<file path="config.mk">
export PLATFORM = sky130hd
export DESIGN_NAME = pcie_rx_tlp_router_flat
export DESIGN_NICKNAME = d
export VERILOG_FILES = /design/src/rtl/pcie_rx_tlp_router_pkg.sv /design/src/rtl/pcie_rx_tlp_router_if.sv /design/src/rtl/pcie_rx_tlp_router_out_reg.sv /design/src/rtl/pcie_rx_tlp_router.sv /design/src/flat_wrapper.sv
export SDC_FILE = /design/constraint.sdc
export NUM_CORES = 2
export LEC_CHECK = 0
export CELL_PAD_IN_SITES_DETAIL_PLACEMENT = 0
export CELL_PAD_IN_SITES_GLOBAL_PLACEMENT = 2
export CORE_AREA = 2 2 628 630
export DETAILED_ROUTE_END_ITERATION = 12
export DIE_AREA = 0 0 630 632
export PLACE_DENSITY = 0.57
export SLEW_MARGIN = 20
export SYNTH_ARGS = -nofsm -noshare
export SYNTH_HDL_FRONTEND = slang
export SYNTH_SLANG_ARGS = --single-unit
</file>
<file path="constraint.sdc">
create_clock -name avl_clk -period 9.4 [get_ports avl_clk]
set_input_delay 2.82 -clock avl_clk [delete_from_list [all_inputs] [get_ports avl_clk]]
set_output_delay 2.82 -clock avl_clk [all_outputs]
set_load 0.03 [all_outputs]
</file>
<file path="src/rtl/pcie_rx_tlp_router_pkg.sv">
// Shared types and sizing for the PCIe RX TLP router: segment record, route tag
// and the helper that extracts the route from tuser.
package pcie_rx_tlp_router_pkg;

   localparam int NUM_CH        = 2;
   localparam int HDR_W         = 128;
   localparam int DATA_W        = 256;
   localparam int USER_W        = 16;
   localparam int ERR_CNT_W     = 16;
   localparam int USER_MMIO_BIT = 0;
   localparam int ORPH_N_W      = $clog2(NUM_CH + 1);

   typedef enum logic {
      ROUTE_CPL  = 1'b0,
      ROUTE_MMIO = 1'b1
   } t_rx_route;

   typedef struct packed {
      logic              sop;
      logic              eop;
      logic [HDR_W-1:0]  hdr;
      logic [DATA_W-1:0] payload;
      logic [USER_W-1:0] user;
   } t_rx_seg;

   function automatic t_rx_route f_user_route(input logic [USER_W-1:0] user);
      return user[USER_MMIO_BIT] ? ROUTE_MMIO : ROUTE_CPL;
   endfunction

endpackage

</file>
<file path="src/rtl/pcie_rx_tlp_router_if.sv">
// Stream interfaces for the RX router: the multi-segment input beat from the
// H-tile bridge and the single-segment output streams.
interface pcie_rx_mc_if;
   import pcie_rx_tlp_router_pkg::*;

   logic                       tvalid;
   logic                       tready;
   logic [NUM_CH-1:0]          seg_valid;
   logic [NUM_CH-1:0]          sop;
   logic [NUM_CH-1:0]          eop;
   logic [NUM_CH*HDR_W-1:0]    hdr;
   logic [NUM_CH*DATA_W-1:0]   payload;
   logic [NUM_CH*USER_W-1:0]   user;

   modport master (output tvalid, seg_valid, sop, eop, hdr, payload, user, input tready);
   modport slave  (input tvalid, seg_valid, sop, eop, hdr, payload, user, output tready);
endinterface

interface pcie_rx_seg_if;
   import pcie_rx_tlp_router_pkg::*;

   logic              tvalid;
   logic              tready;
   logic              sop;
   logic              eop;
   logic [HDR_W-1:0]  hdr;
   logic [DATA_W-1:0] payload;
   logic [USER_W-1:0] user;

   modport master (output tvalid, sop, eop, hdr, payload, user, input tready);
   modport slave  (input tvalid, sop, eop, hdr, payload, user, output tready);
endinterface

</file>
<file path="src/rtl/pcie_rx_tlp_router_out_reg.sv">
// One-deep valid/ready holding register for a single-segment output stream.
// Contents stay stable while the consumer stalls.
module pcie_rx_out_reg
   import pcie_rx_tlp_router_pkg::*;
(
   input  logic          avl_clk,
   input  logic          avl_rst,
   input  logic          i_load,
   input  t_rx_seg       i_seg,
   output logic          o_can_load,
   pcie_rx_seg_if.master o_out
);

   logic    r_valid;
   t_rx_seg r_seg;

   assign o_can_load = ~r_valid | o_out.tready;

   always_ff @(posedge avl_clk) begin
      if (avl_rst) begin
         r_valid <= 1'b0;
         r_seg   <= '0;
      end else if (o_can_load) begin
         r_valid <= i_load;
         if (i_load) begin
            r_seg <= i_seg;
         end else begin
            r_seg <= r_seg;
         end
      end else begin
         r_valid <= r_valid;
         r_seg   <= r_seg;
      end
   end

   assign o_out.tvalid  = r_valid;
   assign o_out.sop     = r_seg.sop;
   assign o_out.eop     = r_seg.eop;
   assign o_out.hdr     = r_seg.hdr;
   assign o_out.payload = r_seg.payload;
   assign o_out.user    = r_seg.user;

endmodule

</file>
<file path="src/rtl/pcie_rx_tlp_router.sv">
// Splits each multi-segment RX beat into per-segment transfers and steers every
// TLP to the MMIO or completion stream, keeping per-output order.
module pcie_rx_tlp_router
   import pcie_rx_tlp_router_pkg::*;
(
   input  logic                 avl_clk,
   input  logic                 avl_rst,
   pcie_rx_mc_if.slave          i_rx,
   pcie_rx_seg_if.master        o_mmio,
   pcie_rx_seg_if.master        o_cpl,
   output logic                 orphan_err,
   output logic [ERR_CNT_W-1:0] orphan_cnt
);

   t_rx_seg               r_seg [NUM_CH];
   logic [NUM_CH-1:0]     r_pend;
   logic [NUM_CH-1:0]     r_vmask;
   t_rx_route             r_beat_route;
   logic                  r_beat_active;
   t_rx_route             r_route_q;
   logic                  r_pkt_active;
   logic                  r_orphan_err;
   logic [ERR_CNT_W-1:0]  r_orphan_cnt;

   t_rx_seg               w_in_seg [NUM_CH];
   t_rx_route             w_route [NUM_CH];
   logic [NUM_CH-1:0]     w_orphan;
   logic [NUM_CH-1:0]     w_issue;
   logic                  w_mmio_can;
   logic                  w_cpl_can;
   logic                  w_mmio_load;
   logic                  w_cpl_load;
   t_rx_seg               w_mmio_seg;
   t_rx_seg               w_cpl_seg;
   t_rx_route             w_route_nxt;
   logic                  w_active_nxt;
   logic                  w_in_tready;
   logic                  w_accept;
   logic [ORPH_N_W-1:0]   w_orphan_n;
   logic [ERR_CNT_W:0]    w_cnt_sum;

   always_comb begin
      for (int i = 0; i < NUM_CH; i++) begin
         w_in_seg[i].sop     = i_rx.sop[i];
         w_in_seg[i].eop     = i_rx.eop[i];
         w_in_seg[i].hdr     = i_rx.hdr[i*HDR_W +: HDR_W];
         w_in_seg[i].payload = i_rx.payload[i*DATA_W +: DATA_W];
         w_in_seg[i].user    = i_rx.user[i*USER_W +: USER_W];
      end
   end

   // Routes use the packet state captured when the beat loaded, so they cannot
   // shift when a later segment of the same beat issues first.
   always_comb begin
      logic      w_have_sop;
      t_rx_route w_cur;
      w_have_sop = 1'b0;
      w_cur      = r_beat_route;
      w_orphan   = '0;
      for (int i = 0; i < NUM_CH; i++) begin
         if (r_vmask[i] && r_seg[i].sop) begin
            w_cur      = f_user_route(r_seg[i].user);
            w_have_sop = 1'b1;
         end else begin
            w_orphan[i] = ~w_have_sop & ~r_beat_active;
         end
         w_route[i] = w_cur;
      end
   end

   // Oldest pending segment per destination is the only candidate for it.
   always_comb begin
      logic w_found_m;
      logic w_found_c;
      w_found_m  = 1'b0;
      w_found_c  = 1'b0;
      w_issue    = '0;
      w_mmio_seg = '0;
      w_cpl_seg  = '0;
      for (int i = 0; i < NUM_CH; i++) begin
         if (!r_pend[i]) begin
            w_issue[i] = 1'b0;
         end else if (w_orphan[i]) begin
            w_issue[i] = 1'b1;
         end else if (w_route[i] == ROUTE_MMIO) begin
            if (!w_found_m) begin
               w_found_m  = 1'b1;
               w_issue[i] = w_mmio_can;
               w_mmio_seg = r_seg[i];
            end else begin
               w_issue[i] = 1'b0;
            end
         end else begin
            if (!w_found_c) begin
               w_found_c  = 1'b1;
               w_issue[i] = w_cpl_can;
               w_cpl_seg  = r_seg[i];
            end else begin
               w_issue[i] = 1'b0;
            end
         end
      end
      w_mmio_load = w_found_m & w_mmio_can;
      w_cpl_load  = w_found_c & w_cpl_can;
   end

   always_comb begin
      w_route_nxt  = r_route_q;
      w_active_nxt = r_pkt_active;
      w_orphan_n   = '0;
      for (int i = 0; i < NUM_CH; i++) begin
         if (w_issue[i] && r_seg[i].sop) begin
            w_route_nxt  = w_route[i];
            w_active_nxt = ~r_seg[i].eop;
         end else if (w_issue[i] && r_seg[i].eop) begin
            w_active_nxt = 1'b0;
         end else begin
            w_active_nxt = w_active_nxt;
         end
         if (w_issue[i] && w_orphan[i]) begin
            w_orphan_n = w_orphan_n + ORPH_N_W'(1);
         end else begin
            w_orphan_n = w_orphan_n;
         end
      end
      w_cnt_sum = {1'b0, r_orphan_cnt} + (ERR_CNT_W+1)'(w_orphan_n);
   end

   assign w_in_tready = ~avl_rst & ~|(r_pend & ~w_issue);
   assign w_accept    = i_rx.tvalid & w_in_tready;
   assign i_rx.tready = w_in_tready;

   // A newly accepted beat latches the packet state left by the beat it replaces.
   always_ff @(posedge avl_clk) begin
      if (avl_rst) begin
         r_pend        <= '0;
         r_vmask       <= '0;
         r_beat_route  <= ROUTE_CPL;
         r_beat_active <= 1'b0;
         r_route_q     <= ROUTE_CPL;
         r_pkt_active  <= 1'b0;
         for (int i = 0; i < NUM_CH; i++) begin
            r_seg[i] <= '0;
         end
      end else begin
         r_route_q    <= w_route_nxt;
         r_pkt_active <= w_active_nxt;
         if (w_accept) begin
            r_pend        <= i_rx.seg_valid;
            r_vmask       <= i_rx.seg_valid;
            r_seg         <= w_in_seg;
            r_beat_route  <= w_route_nxt;
            r_beat_active <= w_active_nxt;
         end else begin
            r_pend <= r_pend & ~w_issue;
         end
      end
   end

   always_ff @(posedge avl_clk) begin
      if (avl_rst) begin
         r_orphan_err <= 1'b0;
         r_orphan_cnt <= '0;
      end else begin
         r_orphan_err <= |(w_issue & w_orphan);
         if (w_cnt_sum[ERR_CNT_W]) begin
            r_orphan_cnt <= '1;
         end else begin
            r_orphan_cnt <= w_cnt_sum[ERR_CNT_W-1:0];
         end
      end
   end

   assign orphan_err = r_orphan_err;
   assign orphan_cnt = r_orphan_cnt;

   pcie_rx_out_reg u_mmio_reg (
      .avl_clk    (avl_clk),
      .avl_rst    (avl_rst),
      .i_load     (w_mmio_load),
      .i_seg      (w_mmio_seg),
      .o_can_load (w_mmio_can),
      .o_out      (o_mmio)
   );

   pcie_rx_out_reg u_cpl_reg (
      .avl_clk    (avl_clk),
      .avl_rst    (avl_rst),
      .i_load     (w_cpl_load),
      .i_seg      (w_cpl_seg),
      .o_can_load (w_cpl_can),
      .o_out      (o_cpl)
   );

endmodule

</file>
<file path="src/flat_wrapper.sv">
// flat-port wrapper written by rule: the top's interface ports become plain ports
module pcie_rx_tlp_router_flat import pcie_rx_tlp_router_pkg::*;
  (avl_clk, avl_rst, orphan_err, orphan_cnt, i_rx_tvalid, i_rx_seg_valid, i_rx_sop, i_rx_eop, i_rx_hdr, i_rx_payload, i_rx_user, i_rx_tready, o_mmio_tvalid, o_mmio_sop, o_mmio_eop, o_mmio_hdr, o_mmio_payload, o_mmio_user, o_mmio_tready, o_cpl_tvalid, o_cpl_sop, o_cpl_eop, o_cpl_hdr, o_cpl_payload, o_cpl_user, o_cpl_tready);
  pcie_rx_mc_if i_rx_i ();
  pcie_rx_seg_if o_mmio_i ();
  pcie_rx_seg_if o_cpl_i ();
  input  logic avl_clk;
  input  logic avl_rst;
  output logic orphan_err;
  output logic [ERR_CNT_W-1:0] orphan_cnt;
  input wire logic [$bits(i_rx_i.tvalid)-1:0] i_rx_tvalid;
  input wire logic [$bits(i_rx_i.seg_valid)-1:0] i_rx_seg_valid;
  input wire logic [$bits(i_rx_i.sop)-1:0] i_rx_sop;
  input wire logic [$bits(i_rx_i.eop)-1:0] i_rx_eop;
  input wire logic [$bits(i_rx_i.hdr)-1:0] i_rx_hdr;
  input wire logic [$bits(i_rx_i.payload)-1:0] i_rx_payload;
  input wire logic [$bits(i_rx_i.user)-1:0] i_rx_user;
  output wire logic [$bits(i_rx_i.tready)-1:0] i_rx_tready;
  output wire logic [$bits(o_mmio_i.tvalid)-1:0] o_mmio_tvalid;
  output wire logic [$bits(o_mmio_i.sop)-1:0] o_mmio_sop;
  output wire logic [$bits(o_mmio_i.eop)-1:0] o_mmio_eop;
  output wire logic [$bits(o_mmio_i.hdr)-1:0] o_mmio_hdr;
  output wire logic [$bits(o_mmio_i.payload)-1:0] o_mmio_payload;
  output wire logic [$bits(o_mmio_i.user)-1:0] o_mmio_user;
  input wire logic [$bits(o_mmio_i.tready)-1:0] o_mmio_tready;
  output wire logic [$bits(o_cpl_i.tvalid)-1:0] o_cpl_tvalid;
  output wire logic [$bits(o_cpl_i.sop)-1:0] o_cpl_sop;
  output wire logic [$bits(o_cpl_i.eop)-1:0] o_cpl_eop;
  output wire logic [$bits(o_cpl_i.hdr)-1:0] o_cpl_hdr;
  output wire logic [$bits(o_cpl_i.payload)-1:0] o_cpl_payload;
  output wire logic [$bits(o_cpl_i.user)-1:0] o_cpl_user;
  input wire logic [$bits(o_cpl_i.tready)-1:0] o_cpl_tready;
  assign i_rx_i.tvalid = i_rx_tvalid;
  assign i_rx_i.seg_valid = i_rx_seg_valid;
  assign i_rx_i.sop = i_rx_sop;
  assign i_rx_i.eop = i_rx_eop;
  assign i_rx_i.hdr = i_rx_hdr;
  assign i_rx_i.payload = i_rx_payload;
  assign i_rx_i.user = i_rx_user;
  assign i_rx_tready = i_rx_i.tready;
  assign o_mmio_tvalid = o_mmio_i.tvalid;
  assign o_mmio_sop = o_mmio_i.sop;
  assign o_mmio_eop = o_mmio_i.eop;
  assign o_mmio_hdr = o_mmio_i.hdr;
  assign o_mmio_payload = o_mmio_i.payload;
  assign o_mmio_user = o_mmio_i.user;
  assign o_mmio_i.tready = o_mmio_tready;
  assign o_cpl_tvalid = o_cpl_i.tvalid;
  assign o_cpl_sop = o_cpl_i.sop;
  assign o_cpl_eop = o_cpl_i.eop;
  assign o_cpl_hdr = o_cpl_i.hdr;
  assign o_cpl_payload = o_cpl_i.payload;
  assign o_cpl_user = o_cpl_i.user;
  assign o_cpl_i.tready = o_cpl_tready;
  pcie_rx_tlp_router u_core (.avl_clk(avl_clk), .avl_rst(avl_rst), .i_rx(i_rx_i), .o_mmio(o_mmio_i), .o_cpl(o_cpl_i), .orphan_err(orphan_err), .orphan_cnt(orphan_cnt));
endmodule
</file>
Yosys cells after proc, flatten, opt, wreduce, memory -nomap -nowiden
Index checks and enable logic that the tools add are counted.
{ "totals": {"register_bits": 1635, "word_cells": 113} }
{ "classes": {"n_addsub": 2, "mux": 51, "bitwise_logic": 17, "reduce_logical": 13} }
{ "op_table": {"columns": ["operator", "count"], "rows": [
  ["$mux W402", 14],
  ["$mux W1", 34],
  ["$add A16 B2 Y17", 1],
  ["$mux W16", 1],
  ["$logic_and A1 B1 Y1", 8],
  ["$not A1 Y1", 7],
  ["$and A1 B1 Y1", 5],
  ["$and A2 B2 Y2", 2],
  ["$mux W2", 2],
  ["$reduce_and A2 Y1", 2],
  ["$reduce_or A2 Y1", 2],
  ["$add A1 B1 Y2 const B", 1],
  ["$not A2 Y2", 1],
  ["$or A1 B1 Y1", 2],
  ["$logic_not A1 Y1", 1]
]} }

Logic depth before layout (Yosys ltp)
{ "depth": {"depth_word": 16, "depth_mapped": 13} }

Hierarchy
A second synthesis with hierarchy kept.
{ "hier_totals": {"cells_unflattened": 8501, "hier_area_um2": 77027.6} }
{ "modules_own_cells": {"columns": ["mod", "instances", "cells_each", "area_per_inst_um2"], "rows": [
  ["pcie_rx_tlp_router", 1, 4827, 39211.4],
  ["pcie_rx_out_reg", 2, 1837, 18908.1]
]} }

Worst setup path after synthesis
No wires, ideal clock.
{ "synth_timing": {"path_kind": "input to output", "from": "input o_mmio_tready", "to": "output i_rx_tready", "t_arrival_ns": 3.877, "setup_slack_ns": 2.703, "stages": 5, "n_path_buf": 0, "cell_sequence": "nor2b_1 -> a221oi_1 -> o32a_1 -> nand2b_1 -> and3b_1"} }
{ "synth_between": {"elab_chain_len": 10} }
{ "synth_rtl": {"columns": ["element", "line", "source"], "rows": [
  ["from (decl)", "flat_wrapper.sv:25", "input wire logic [$bits(o_mmio_i.tready)-1:0] o_mmio_tready;"],
  ["$or A1 B1 Y1 (*)", "pcie_rx_tlp_router_out_reg.sv:17", "assign o_can_load = ~r_valid | o_out.tready;"],
  ["$mux W1", "pcie_rx_tlp_router.sv:86", "if (!w_found_m) begin"],
  ["$mux W1", "pcie_rx_tlp_router.sv:85", "end else if (w_route[i] == ROUTE_MMIO) begin"],
  ["$mux W1", "pcie_rx_tlp_router.sv:83", "end else if (w_orphan[i]) begin"],
  ["$mux W1", "pcie_rx_tlp_router.sv:81", "if (!r_pend[i]) begin"],
  ["$not A2 Y2 (*)", "pcie_rx_tlp_router.sv:129", "assign w_in_tready = ~avl_rst & ~|(r_pend & ~w_issue);"],
  ["$and A2 B2 Y2 (*)", "pcie_rx_tlp_router.sv:129", null],
  ["$reduce_or A2 Y1 (*)", "pcie_rx_tlp_router.sv:129", null],
  ["$logic_not A1 Y1 (*)", "pcie_rx_tlp_router.sv:129", null],
  ["$and A1 B1 Y1 (*)", "pcie_rx_tlp_router.sv:129", null],
  ["to (decl)", "flat_wrapper.sv:18", "output wire logic [$bits(i_rx_i.tready)-1:0] i_rx_tready;"]
]} }
Every way passes the cells marked *; elsewhere a longest branch is shown, timed or not.

Worst setup path in the final report
{ "layout_timing": {"from": "input o_cpl_tready", "to": "output i_rx_tready"} }
{ "layout_between": {"elab_chain_len": 10} }
{ "layout_rtl": {"columns": ["element", "line", "source"], "rows": [
  ["from (decl)", "flat_wrapper.sv:32", "input wire logic [$bits(o_cpl_i.tready)-1:0] o_cpl_tready;"],
  ["$or A1 B1 Y1 (*)", "pcie_rx_tlp_router_out_reg.sv:17", null],
  ["$mux W1", "pcie_rx_tlp_router.sv:94", "if (!w_found_c) begin"],
  ["$mux W1", "pcie_rx_tlp_router.sv:85", null],
  ["$mux W1", "pcie_rx_tlp_router.sv:83", null],
  ["$mux W1", "pcie_rx_tlp_router.sv:81", null],
  ["$not A2 Y2 (*)", "pcie_rx_tlp_router.sv:129", null],
  ["$and A2 B2 Y2 (*)", "pcie_rx_tlp_router.sv:129", null],
  ["$reduce_or A2 Y1 (*)", "pcie_rx_tlp_router.sv:129", null],
  ["$logic_not A1 Y1 (*)", "pcie_rx_tlp_router.sv:129", null],
  ["$and A1 B1 Y1 (*)", "pcie_rx_tlp_router.sv:129", null]
]} }
Marks and branches as above.

==> results.md <==
* Status: complete, no violations
* Most numerous cell in the Yosys netlist: dfxtp_1
* Max cap viols at 0
* Max Clk Rate at between 100 and 150 MHz
* Core area at just under 0.4 mm²
* Syn Std Cell Area at 0.0631 mm²
* Top Usage Layer GRT: met2
* Clock transition at path regs at roughly 0.050 ns
* GP Congestion at 0.893
* GRT met1 Usage at 0.217
* GRT Residual Overflow at 0
* Final Skew at about 0.061 ns
* R2r worst-path depth at 8
* Layout cell share with drive strength beyond 1 at 0.0768
* Setup bufs post-CTS at 0
* Synth top cells by count: dfxtp_1, nand2_1, a21oi_1, nor2_1, a221oi_1
* Max_slew headroom at 0.144
* Die ar. at roughly 0.4 mm²
* Num rows at 230
* Reg2reg setup slack at between 4 and 5 ns
* Top-area cell type share of the netlist area at 0.519
* Initial Utilization at 0.161
* Die W at around 630 µm
* Worst-skew pair later-pin latency at between 0.9 and 1 ns
* CP endpoint kind: output port
* Setup violations, final at 0
* Met2 Usage GRT at 0.318
* Static leakage at between 0.02 and 0.03 µW
* Cell Pwr Density at ~180 mW/mm²
* Hold Path Class: flop to flop
* Synth top area cells: dfxtp_1, nand2_1, a21oi_1
* CTS tree: built
* WHS Path Cells at 2
* Yosys Warn Count at 0
* Num ports at around 1.6k
* Routed WL at around 390 mm
* Final Max Tran Viols at 0
* Tcrit/Tclk final at 0.889
* CTS Hold Bufs at 0
* Synth Area per Inst at between 8 and 9 µm²
* Max clock buf depth at 4
* RSZ-0062 raised after global routing: no
* Data arrival time of the worst path at between 5 and 6 ns
* Syn_nets at roughly 8.1k
* Iteration-0 DRC Markers at between 4k and 5k
* Final net count at 9401
* Final Hold Vio Count at 0
* Distinct cells, synth at 51
* First-pass DRT Iterations at 6
* Setup TNS at 0 ns
* EDFF count, synth at 0
* Max IR drop VDD at approximately 0.14 mV
* Via Count at around 62k
* First-pass GRT wire length at 523 mm
* Area leader, netlist: dfxtp_1
* Port bufs at about 1.6k
* DP Worst Slack at 1.11 ns
* Mapped Cells at 7327
* # fillers at roughly 43k
* Final ANT Viol Nets at 0
* Crit path required time at between 6 and 7 ns
* Post-DR vias/cell at around 4.4
* Post-layout minimum cycle time at between 8 and 9 ns
* Seq/Total Area, Yosys at 0.519
* Crit path launch type: primary input
* Die Ht at around 630 µm
* M3 GR Usage at 0.0534
* FFs w/ async S/R, synth at 0
* Largest net degree at the start of global routing at about 170
* Initial antenna violation count at roughly 170
* Setup ws final at 1.04 ns
* H-tree depth at 4
* Top FF cell, synth: dfxtp_1
* Area growth syn-to-layout at 44.1%
* CTS resizes at 0
* Kind of critical path: primary input to output port
* Drt drc at 0
* Least-Margin Pin Slew at between 1 and 1.5 ns
* Synthesized flop and latch total at approximately 1.6k
* Vias in the first global route at around 60k
* Average wire per standard cell at 27.8 µm
* CP max FO at 5
* Global Route Usage Sum at 0.186
* HPWL after DPL at ~280 mm
* Num CTS Buffers at between 200 and 250
* CTS root buffer: clkbuf_16
* Clk sink count at between 1.5k and 2k
==> cell type report <==
cell class | instances | area (µm²) | share of cell area
antenna | 57 | 143 | 0.00157
tap | 5220 | 6530 | 0.0719
clock inverter | 55 | 792 | 0.00871
inverter | 10 | 37.5 | 0.000413
multi-input combinational | 4960 | 26600 | 0.292
sequential | 1635 | 32700 | 0.360
clock buffer | 319 | 6310 | 0.0694
timing repair buffer | 1766 | 17800 | 0.195
==> worst max-delay path, stage by stage <==
cell,delay (ns)
clkdlybuf4s50_1,0.55
nor2b_1,0.13
a221oi_1,0.39
o32a_1,0.41
nand2b_1,0.17
and3b_1,0.32
clkdlybuf4s50_1,0.73
==> routing by layer <==
metal	wire [µm]	vias up
li1	-	28400
met1	154000	30900
met2	190000	2289
met3	29600	681
met4	15600	78
met5	500	-
==> report_power, final <==
part | internal, µW | total (µW) | switching (µW)
Clock | 4980 | 8470 | 3490
Sequential | 7100 | 7250 | 146
Combinational | 444 | 942 | 498
Total | 12500 | 16700 | 4130
==> flip-flops by register name, indices dropped and copies added, names as in the netlist, 16 cells and up <==
| name | count |
|---|---|
| u_core.orphan_cnt | 16 |
| u_core.u_cpl_reg.o_out.user | 16 |
| u_core.u_mmio_reg.o_out.hdr | 128 |
| u_core.u_mmio_reg.o_out.payload | 256 |
| u_core.u_cpl_reg.o_out.hdr | 128 |
| u_core.u_cpl_reg.o_out.payload | 256 |
| u_core.r_seg | 804 |
| u_core.u_mmio_reg.o_out.user | 16 |
==> logic make-up after synthesis <==
| kind of cell | count (synthesis) | synth area share |
|---|---|---|
| AND/OR/NAND/NOR | 2885 | 0.183 |
| buffers and inverters | 732 | 0.0611 |
| AO/OA/AOI/OAI | 2057 | 0.234 |
| XOR/XNOR | 10 | 0.00139 |
| multiplexers | 3 | 0.000476 |
| adder cells (fa/ha/maj) | 5 | 0.00111 |
| flip-flops | 1635 | 0.519 |
==> final timing paths <==
path                     start                                   to
min          u_core.r_seg[160]                    u_core.r_seg[160]
max               o_cpl_tready                          i_rx_tready
max reg2reg  u_core.r_seg[803]  u_core.u_mmio_reg.o_out.payload[57]
min reg2reg  u_core.r_seg[160]                    u_core.r_seg[160]
==> cell usage in the layout, fill, tap and decap left out, drive strengths merged, types with 5 or more instances in the layout <==
cell type      netlist  final
a211oi             403    403
a21oi              828    828
a221oi             404    404
a22oi              402    402
buf                393    134
bufinv               0     13
clkbuf             329    319
clkdlybuf4s50        0   1632
clkinv               0     37
dfxtp             1635   1635
diode                0     57
inv                 10     14
nand2             1625   1625
nand3                5      5
nor2               821    821
nor2b                8      8
nor3               408    408
o21ai                6      6
xnor2                9      9
==> per-stage QoR <==
stage / power (µW) / area, µm² / std cells / hold WS (ns) / util
2_1_floorplan: 7780 / 63100 / 7327 / 0.449 / -
3_3_place_gp: 8330 / 83600 / 13600 / 0.456 / 0.214
3_5_place_dp: 8340 / 83600 / 13600 / 0.462 / 0.214
4_1_cts: 17000 / 90700 / 14000 / 0.469 / 0.232
5_1_grt: 17300 / 90800 / 14000 / 0.484 / 0.232
6_report: 16700 / 90900 / 14000 / 0.468 / 0.232
(Power assumes the default switching activity.)
